==> config.mk <==
export PLATFORM = sky130hd
export DESIGN_NAME = devil_campaign_seq
export DESIGN_NICKNAME = d
export VERILOG_FILES = /design/src/rtl/devil_pkg.sv /design/src/rtl/devil_seq_table.sv /design/src/rtl/devil_campaign_seq.sv
export SDC_FILE = /design/constraint.sdc
export NUM_CORES = 2
export LEC_CHECK = 0
export BUFFER_PORTS_ARGS = -buffer_cell sky130_fd_sc_hd__clkbuf_2
export CELL_PAD_IN_SITES_DETAIL_PLACEMENT = 0
export CELL_PAD_IN_SITES_GLOBAL_PLACEMENT = 1
export CORE_MARGIN = 10
export CORE_UTILIZATION = 48
export CTS_CLUSTER_DIAMETER = 40
export DETAILED_ROUTE_END_ITERATION = 6
export PLACE_DENSITY_LB_ADDON = 0.1
export SYNTH_ARGS = -nofsm -noshare
export SYNTH_HDL_FRONTEND = slang
export SYNTH_SLANG_ARGS = --single-unit
==> constraint.sdc <==
create_clock -name ace_aclk -period 1.7 [get_ports ace_aclk]
set_input_delay 0.17 -clock ace_aclk [delete_from_list [all_inputs] [get_ports ace_aclk]]
set_output_delay 0.17 -clock ace_aclk [all_outputs]
set_load 0.05 [all_outputs]
==> src/rtl/devil_pkg.sv <==
// Shared definitions for the devil campaign sequencer: devil FSM state codes,
// control-register bit positions, table field codes and sequencer states.
package devil_pkg;

  typedef enum logic [3:0] {
    DEVIL_IDLE        = 4'd0,
    DEVIL_OSH         = 4'd1,
    DEVIL_CON         = 4'd2,
    DEVIL_EN          = 4'd3,
    DEVIL_READ        = 4'd4,
    DEVIL_DELAY       = 4'd5,
    DEVIL_WRITE       = 4'd6,
    DEVIL_REPLY       = 4'd7,
    DEVIL_DUMMY_REPLY = 4'd8
  } devil_state_e;

  localparam int CTRL_TEST_LSB  = 1;
  localparam int CTRL_TEST_MSB  = 4;
  localparam int CTRL_FUNC_LSB  = 5;
  localparam int CTRL_FUNC_MSB  = 8;
  localparam int CTRL_AC_FILT   = 14;
  localparam int CTRL_ADDR_FILT = 15;
  localparam int CTRL_OSH_EN    = 16;
  localparam int CTRL_CON_EN    = 17;

  typedef enum logic [2:0] {
    CFG_CONTROL   = 3'd0,
    CFG_DELAY     = 3'd1,
    CFG_ACSNOOP   = 3'd2,
    CFG_BASE_ADDR = 3'd3,
    CFG_ADDR_SIZE = 3'd4
  } cfg_field_e;

  typedef enum logic [2:0] {
    S_IDLE = 3'd0,
    S_LOAD = 3'd1,
    S_ARM  = 3'd2,
    S_WAIT = 3'd3,
    S_GAP  = 3'd4,
    S_DONE = 3'd5
  } seq_state_e;

  // A campaign counts as busy from the first load until it reaches S_DONE.
  function automatic logic seq_active(input seq_state_e s);
    return (s == S_LOAD) || (s == S_ARM) || (s == S_WAIT) || (s == S_GAP);
  endfunction

  function automatic logic seq_requesting(input seq_state_e s);
    return (s == S_ARM) || (s == S_WAIT);
  endfunction

endpackage

==> src/rtl/devil_seq_table.sv <==
// Campaign configuration table: DEPTH entries of five config words, one
// synchronous write port (word-granular) and one combinational read port.
module devil_seq_table
  import devil_pkg::*;
#(
  parameter int DEPTH = 8,
  parameter int DW    = 32,
  localparam int IW   = $clog2(DEPTH)
) (
  input  logic          clk,
  input  logic          rst_n,
  input  logic          we_i,
  input  logic [IW-1:0] widx_i,
  input  logic [2:0]    field_i,
  input  logic [DW-1:0] wdata_i,
  input  logic [IW-1:0] ridx_i,
  output logic [DW-1:0] rd_control_o,
  output logic [DW-1:0] rd_delay_o,
  output logic [DW-1:0] rd_acsnoop_o,
  output logic [DW-1:0] rd_base_addr_o,
  output logic [DW-1:0] rd_addr_size_o
);

  logic [DW-1:0] control_q   [DEPTH];
  logic [DW-1:0] delay_q     [DEPTH];
  logic [DW-1:0] acsnoop_q   [DEPTH];
  logic [DW-1:0] base_addr_q [DEPTH];
  logic [DW-1:0] addr_size_q [DEPTH];

  // Field codes 5..7 are silently dropped.
  always_ff @(posedge clk or negedge rst_n) begin
    if (!rst_n) begin
      for (int i = 0; i < DEPTH; i++) begin
        control_q[i]   <= '0;
        delay_q[i]     <= '0;
        acsnoop_q[i]   <= '0;
        base_addr_q[i] <= '0;
        addr_size_q[i] <= '0;
      end
    end else if (we_i) begin
      case (field_i)
        CFG_CONTROL:   control_q[widx_i]   <= wdata_i;
        CFG_DELAY:     delay_q[widx_i]     <= wdata_i;
        CFG_ACSNOOP:   acsnoop_q[widx_i]   <= wdata_i;
        CFG_BASE_ADDR: base_addr_q[widx_i] <= wdata_i;
        CFG_ADDR_SIZE: addr_size_q[widx_i] <= wdata_i;
        default: ;
      endcase
    end
  end

  assign rd_control_o   = control_q[ridx_i];
  assign rd_delay_o     = delay_q[ridx_i];
  assign rd_acsnoop_o   = acsnoop_q[ridx_i];
  assign rd_base_addr_o = base_addr_q[ridx_i];
  assign rd_addr_size_o = addr_size_q[ridx_i];

endmodule

==> src/rtl/devil_campaign_seq.sv <==
// Steps through a table of devil_in_fpga test configurations, arming the snoop
// FSM per entry. Optional per-entry watchdog: define DEVIL_SEQ_TIMEOUT_EN.
module devil_campaign_seq
  import devil_pkg::*;
#(
  parameter int C_S_AXI_DATA_WIDTH = 32,
  parameter int DEPTH              = 8,
  parameter int CNT_W              = 16,
  localparam int IW                = $clog2(DEPTH)
) (
  input  logic                          ace_aclk,
  input  logic                          ace_aresetn,
  input  logic                          i_cfg_we,
  input  logic [IW-1:0]                 i_cfg_idx,
  input  logic [2:0]                    i_cfg_field,
  input  logic [C_S_AXI_DATA_WIDTH-1:0] i_cfg_wdata,
  input  logic                          i_start,
  input  logic [IW:0]                   i_num_entries,
  input  logic                          i_loop,
  input  logic                          i_abort,
  input  logic [3:0]                    i_fsm_devil_state,
  input  logic                          i_devil_end,
`ifdef DEVIL_SEQ_TIMEOUT_EN
  input  logic [15:0]                   i_timeout_cycles,
  output logic                          o_timeout,
`endif
  output logic [C_S_AXI_DATA_WIDTH-1:0] o_control_reg,
  output logic [C_S_AXI_DATA_WIDTH-1:0] o_delay_reg,
  output logic [C_S_AXI_DATA_WIDTH-1:0] o_acsnoop_reg,
  output logic [C_S_AXI_DATA_WIDTH-1:0] o_base_addr_reg,
  output logic [C_S_AXI_DATA_WIDTH-1:0] o_addr_size_reg,
  output logic                          o_devil_req,
  output logic                          o_busy,
  output logic                          o_done,
  output logic [IW-1:0]                 o_cur_idx,
  output logic [CNT_W-1:0]              o_done_cnt
);

  localparam int DW = C_S_AXI_DATA_WIDTH;
  localparam logic [IW-1:0]    IDX_ONE = IW'(1);
  localparam logic [IW:0]      NUM_ONE = (IW + 1)'(1);
  localparam logic [CNT_W-1:0] CNT_ONE = CNT_W'(1);

  // Drops OSH_EN/CON_EN so the devil cannot re-arm on stale settings.
  function automatic logic [DW-1:0] ctrl_disarm(input logic [DW-1:0] ctrl);
    logic [DW-1:0] r;
    r = ctrl;
    r[CTRL_OSH_EN] = 1'b0;
    r[CTRL_CON_EN] = 1'b0;
    return r;
  endfunction

  seq_state_e       state_q, state_d;
  logic [IW-1:0]    idx_q, idx_d, cur_idx_q, cur_idx_d;
  logic [IW:0]      num_q, num_d;
  logic             loop_q, loop_d;
  logic [CNT_W-1:0] cnt_q, cnt_d;
  logic             busy_q, busy_d, done_q, done_d, req_q, req_d;
  logic [DW-1:0]    ctrl_q, ctrl_d, dly_q, dly_d, acs_q, acs_d;
  logic [DW-1:0]    base_q, base_d, size_q, size_d;

  logic [DW-1:0] tbl_ctrl_s, tbl_dly_s, tbl_acs_s, tbl_base_s, tbl_size_s;
  logic          dev_idle_s, start_ok_s, last_s, load_s, end_ok_s;
  logic          gap_adv_s, tmo_hit_s, tmo_fire_s, enter_done_s, disarm_s;

  devil_seq_table #(.DEPTH(DEPTH), .DW(DW)) u_table (
    .clk            (ace_aclk),
    .rst_n          (ace_aresetn),
    .we_i           (i_cfg_we),
    .widx_i         (i_cfg_idx),
    .field_i        (i_cfg_field),
    .wdata_i        (i_cfg_wdata),
    .ridx_i         (idx_q),
    .rd_control_o   (tbl_ctrl_s),
    .rd_delay_o     (tbl_dly_s),
    .rd_acsnoop_o   (tbl_acs_s),
    .rd_base_addr_o (tbl_base_s),
    .rd_addr_size_o (tbl_size_s)
  );

  assign dev_idle_s = (i_fsm_devil_state == DEVIL_IDLE);
  assign start_ok_s = (state_q == S_IDLE) && i_start && !i_abort;
  assign last_s     = ({1'b0, idx_q} == (num_q - NUM_ONE));
  assign load_s     = (state_q == S_LOAD) && !i_abort;
  assign end_ok_s   = (state_q == S_WAIT) && i_devil_end && !i_abort;
  assign gap_adv_s  = (state_q == S_GAP) && dev_idle_s && !i_abort;
  assign tmo_fire_s = tmo_hit_s && !i_abort &&
                      (((state_q == S_ARM) && dev_idle_s) ||
                       ((state_q == S_WAIT) && !i_devil_end));

`ifdef DEVIL_SEQ_TIMEOUT_EN
  logic [15:0] tmo_cnt_q, tmo_cnt_d;
  logic        timeout_q, timeout_d;

  assign tmo_hit_s = (i_timeout_cycles != 16'd0) && seq_requesting(state_q) &&
                     ((tmo_cnt_q + 16'd1) == i_timeout_cycles);

  always_comb begin
    tmo_cnt_d = tmo_cnt_q;
    timeout_d = timeout_q;
    if (state_q == S_LOAD) begin
      tmo_cnt_d = 16'd0;
    end else if (seq_requesting(state_q)) begin
      tmo_cnt_d = tmo_cnt_q + 16'd1;
    end else begin
      tmo_cnt_d = tmo_cnt_q;
    end
    if (start_ok_s) begin
      timeout_d = 1'b0;
    end else if (tmo_fire_s) begin
      timeout_d = 1'b1;
    end else begin
      timeout_d = timeout_q;
    end
  end

  always_ff @(posedge ace_aclk or negedge ace_aresetn) begin
    if (!ace_aresetn) begin
      tmo_cnt_q <= 16'd0;
      timeout_q <= 1'b0;
    end else begin
      tmo_cnt_q <= tmo_cnt_d;
      timeout_q <= timeout_d;
    end
  end

  assign o_timeout = timeout_q;
`else
  assign tmo_hit_s = 1'b0;
`endif

  always_ff @(posedge ace_aclk or negedge ace_aresetn) begin
    if (!ace_aresetn) begin
      state_q <= S_IDLE;
    end else begin
      state_q <= state_d;
    end
  end

  // Abort overrides every transition, including a start or end in the same cycle.
  always_comb begin
    state_d = state_q;
    if (i_abort) begin
      state_d = S_IDLE;
    end else begin
      case (state_q)
        S_IDLE: begin
          if (i_start) begin
            state_d = (i_num_entries != '0) ? S_LOAD : S_DONE;
          end else begin
            state_d = S_IDLE;
          end
        end
        S_LOAD: state_d = S_ARM;
        S_ARM: begin
          if (!dev_idle_s) begin
            state_d = S_WAIT;
          end else if (tmo_fire_s) begin
            state_d = S_GAP;
          end else begin
            state_d = S_ARM;
          end
        end
        S_WAIT: begin
          if (i_devil_end || tmo_fire_s) begin
            state_d = S_GAP;
          end else begin
            state_d = S_WAIT;
          end
        end
        S_GAP: begin
          if (!dev_idle_s) begin
            state_d = S_GAP;
          end else if (last_s && !loop_q) begin
            state_d = S_DONE;
          end else begin
            state_d = S_LOAD;
          end
        end
        S_DONE:  state_d = S_IDLE;
        default: state_d = S_IDLE;
      endcase
    end
  end

  assign enter_done_s = (state_d == S_DONE) && (state_q != S_DONE);
  assign disarm_s     = i_abort || tmo_fire_s || enter_done_s;

  always_comb begin
    num_d  = num_q;
    loop_d = loop_q;
    if (start_ok_s) begin
      idx_d  = '0;
      num_d  = i_num_entries;
      loop_d = i_loop;
    end else if (gap_adv_s) begin
      if (!last_s) begin
        idx_d = idx_q + IDX_ONE;
      end else if (loop_q) begin
        idx_d = '0;
      end else begin
        idx_d = idx_q;
      end
    end else begin
      idx_d = idx_q;
    end

    if (start_ok_s) begin
      cnt_d = '0;
    end else if (end_ok_s && (cnt_q != {CNT_W{1'b1}})) begin
      cnt_d = cnt_q + CNT_ONE;
    end else begin
      cnt_d = cnt_q;
    end

    cur_idx_d = cur_idx_q;
    ctrl_d    = ctrl_q;
    dly_d     = dly_q;
    acs_d     = acs_q;
    base_d    = base_q;
    size_d    = size_q;
    if (load_s) begin
      cur_idx_d = idx_q;
      ctrl_d    = tbl_ctrl_s;
      dly_d     = tbl_dly_s;
      acs_d     = tbl_acs_s;
      base_d    = tbl_base_s;
      size_d    = tbl_size_s;
    end else if (disarm_s) begin
      ctrl_d = ctrl_disarm(ctrl_q);
    end else begin
      ctrl_d = ctrl_q;
    end

    busy_d = seq_active(state_d);
    req_d  = seq_requesting(state_d);
    done_d = (state_q == S_DONE) && !i_abort;
  end

  always_ff @(posedge ace_aclk or negedge ace_aresetn) begin
    if (!ace_aresetn) begin
      idx_q     <= '0;
      num_q     <= '0;
      loop_q    <= 1'b0;
      cnt_q     <= '0;
      cur_idx_q <= '0;
      ctrl_q    <= '0;
      dly_q     <= '0;
      acs_q     <= '0;
      base_q    <= '0;
      size_q    <= '0;
      busy_q    <= 1'b0;
      req_q     <= 1'b0;
      done_q    <= 1'b0;
    end else begin
      idx_q     <= idx_d;
      num_q     <= num_d;
      loop_q    <= loop_d;
      cnt_q     <= cnt_d;
      cur_idx_q <= cur_idx_d;
      ctrl_q    <= ctrl_d;
      dly_q     <= dly_d;
      acs_q     <= acs_d;
      base_q    <= base_d;
      size_q    <= size_d;
      busy_q    <= busy_d;
      req_q     <= req_d;
      done_q    <= done_d;
    end
  end

  assign o_control_reg   = ctrl_q;
  assign o_delay_reg     = dly_q;
  assign o_acsnoop_reg   = acs_q;
  assign o_base_addr_reg = base_q;
  assign o_addr_size_reg = size_q;
  assign o_devil_req     = req_q;
  assign o_busy          = busy_q;
  assign o_done          = done_q;
  assign o_cur_idx       = cur_idx_q;
  assign o_done_cnt      = cnt_q;

endmodule
==> results.cfg <==
[floorplanning]
start_util_pct = 48.26
core_um2 = 133300
die_area_um2 = 149100
die_w_um = 386.1
num_rows = 134
die_y_um = 386.1
ios = 235

[critical_path]
critPathLaunchType = flop
reg2reg_depth = 7
r2r-start = idx_q[0]
crit_required_ns = 2.40
cp_max_fo = 8
end_kind = flop
arrival_ns = 2.69
critPathKind = reg2reg
crit_path_cell_trace = buf_4 -> buf_12 -> buf_12 -> mux4_2 -> mux2i_2 -> buf_4 -> o21ai_2
r2r_end = o_control_reg[5]
rrSetupSlack_ns = -0.29
crit_slowest_cell = dfrtp_4
cpPeakStageDelay_ns = 0.52

[detailed_routing]
vias = 38040
drc = 0
via_per_inst = 5.680
final_antenna_net_count = 0
dr.first_iter.drc_count = 2083
wl_per_cell_um = 25.94
drt_first_pass_iters = 5
wl_um = 173700

[grt]
grt_max_degree = 92
globalRouteOverflowTotal = 0
grt_use_met2_pct = 37.09
antenna_found_initial = 4
grt_busiest_layer = met2
grtUsageMet1_pct = 32.77
grt_pass1_wl_um = 261400
grt_pass1_vias = 40250
met3_usage_pct = 4.431
grt_use_total_pct = 23.30

[timing]
maxSlewHeadroom_pct = 28.24
hold_violations = 0
rsz0062_at_grt = true
finalCriticalPeriod_ns = 1.994
finalCritPeriodShare_pct = 117.3
slew_violations = 0
fmax_ghz = 0.5014
finalSetupViolCount = 174
finalClockSkew_ns = 0.02939
setup_ws_ns = -0.2942
worst-slew-pin-transition_ns = 1.074

[worst_hold_path]
whs_path_depth = 3
hold_class = in2reg
min_from = i_cfg_wdata[16]
holdPathEnd = u_table.addr_size_q[112]

[power_and_ir_drop]
leakage_uw = 0.03762
finalPower_uw = 104400
powerDensity_nw_per_um2 = 1265
ir_worst_vdd_v = 0.0009117

[job]
drv_cap = 0

[place]
hpwl_um = 109900
io_buffers = 234
gp_congestion = 0.7651
post_dp_cell_area_um2 = 71610

[cts]
htree_levels = 4
clockBufferDepth = 3
insertion_delay_ns = 0.83
cts.sink_count = 1473
cts_buffers = 208
clk_pin_slew_ns = 0.05
cts_root_buffer = clkbuf_16
cts_tree = built

[final_layout]
final.fill_count = 10020
syn2layout_area_growth_pct = 28.27
n_antenna_cell = 0
multi_input_area_um2 = 26620
final_util_pct = 61.90
fin_area_um2 = 82510
seq_area_um2 = 36910
nets = 4801
drive_gt1_share_pct = 58.31

[status]
violations = negative setup slack
outcome = finished, violations left

[logic_synthesis]
synthFlopType = dfrtp_1
synth_fa_ha_area_share_pct = 0.05836
syn_inst = 4148
synth-xor-area-share_pct = 0.08170
synth_compound_area_share_pct = 1.698
syn_area_um2 = 64320
synth_fp_nets = 4204
yosysSeqAreaShare_pct = 57.31
avgSynthCellArea_um2 = 15.51
synth_warnings = 0
synth_top_family_by_area = multiplexers
ys_ff_latch = 1473
synth_edf_count = 0
yosys.area_share.simple_pct = 2.146
synth_cell_types = 53
synth-async-reset-ratio_pct = 100.0
synth.area.mux_share_pct = 36.16
-- layer usage --
metal | part of all wire [%] | vias up | wire length (um)
met5 | 0.018 | - | 32
met4 | 2.3 | 6 | 4081
met3 | 4.3 | 265 | 7416
met2 | 48 | 700 | 82630
met1 | 46 | 20560 | 79580
li1 | - | 16510 | -
-- power breakdown --
part           total (uW)  internal (uW)  switching (uW)  leakage (uW)
Sequential          42600          40000            2600        0.0195
Clock               47800          30500           17300       0.00376
Combinational       14000           6690            7340        0.0143
-- repair_timing --
item | CTS | global route
cloned | 9 | 10
hold buffers | 33 | 0
endpoints found under the setup margin | 276 | 211
pin swaps | 17 | 34
endpoints found under the hold margin | 1858 | 0
setup buffers | 48 | 43
gates resized for setup | 395 | 127
-- cells in the mapped netlist, drive strengths merged, types with 2 or more instances --
| cell | instances | area, um2 |
|---|---|---|
| mux2i | 164 | 1642 |
| buf | 187 | 879.6 |
| o21a | 3 | 22.52 |
| or3 | 10 | 62.56 |
| inv | 7 | 26.28 |
| nor4 | 5 | 31.28 |
| nand3b | 3 | 22.52 |
| and2 | 2 | 12.51 |
| clkbuf | 195 | 732.0 |
| xnor2 | 3 | 26.28 |
| nand2 | 214 | 803.3 |
| o2111ai | 2 | 17.52 |
| and4 | 2 | 17.52 |
| ha | 3 | 37.54 |
| a21oi | 11 | 58.81 |
| and3 | 2 | 12.51 |
| or2 | 4 | 25.03 |
| or4 | 2 | 15.01 |
| nor2 | 37 | 141.4 |
| mux4 | 320 | 7207 |
| mux2 | 1280 | 14410 |
| nor3 | 8 | 40.04 |
| o22ai | 3 | 18.77 |
| nand3 | 7 | 35.03 |
| or4b | 2 | 27.53 |
| a311oi | 2 | 17.52 |
| xor2 | 3 | 26.28 |
| dfrtp | 1473 | 36860 |
| o21ai | 168 | 840.8 |
| nor3b | 4 | 35.03 |
| nand4 | 3 | 18.77 |
| nand2b | 5 | 31.28 |
-- metrics by stage --
stage / hold WS [ns] / TNS, ns / cells / worst slack [ns]
final: 0.06800 / -32.94 / 6697 / -0.2942
after floorplan: -0.1256 / -11.01 / 4148 / -0.2056
after CTS: 0.003063 / -37.75 / 6655 / -0.2982
after global routing: 0.04253 / -45.15 / 6697 / -0.3626
after detailed placement: 0.03863 / -401.25 / 6176 / -0.4681
after global placement: 0.03703 / -405.67 / 6176 / -0.5102
-- worst max-delay path by stage --
stage / start / endpoint / slack [ns]
after floorplan: state_q[1] / o_control_reg[17] / -0.21
after global routing: idx_q[0] / o_delay_reg[30] / -0.36
after detailed placement: i_cfg_idx[2] / u_table.acsnoop_q[199] / -0.47
after global placement: i_cfg_field[1] / u_table.acsnoop_q[199] / -0.51
final: idx_q[0] / o_control_reg[5] / -0.29
after CTS: idx_q[0] / o_control_reg[31] / -0.30
-- area by class of cell --
type | count | share of cell area (%)
flip-flops and latches | 1473 | 44.73
multi-input cells | 2286 | 32.26
repair buffers | 769 | 10.82
clock buffers | 248 | 6.771
clock inverters | 146 | 2.704
well taps | 1768 | 2.681
inverters | 7 | 0.03185
-- cell families (layout without fill, tap and decap cells) --
family,count (synthesis),in the layout
mux,1764,1764
flops,1473,1473
buf+inv,389,1170
simple gates,314,314
compound gates,199,199
xor+xnor,6,6
fa+ha+maj,3,3
-- layout by cell type, fill, tap and decap left out, types with 17 or more instances in the layout --
master         instances
dfrtp_1             1443
mux2_2              1257
mux4_2               320
buf_4                245
clkbuf_16            228
buf_12               197
nand2_1              183
clkbuf_2             131
mux2i_1              115
o21ai_1               94
clkbuf_8              56
o21ai_0               52
clkbuf_4              47
bufinv_16             44
buf_6                 36
mux2i_2               32
dlygate4sd3_1         32
nand2_2               27
dfrtp_2               27
inv_6                 26
clkinv_2              26
mux2_1                23
clkinvlp_4            23
o21ai_2               22
nor2_4                20
clkbuf_1              18
mux2i_4               17
-- critical path: cells and delay by family (launching register included) --
kind	cells	cell delay, ns
buffers and inverters	4	0.61
flip-flops	1	0.52
AO/OA/AOI/OAI	1	0.05
multiplexers	2	0.70
Note: power is estimated with default switching activity, not from simulation.
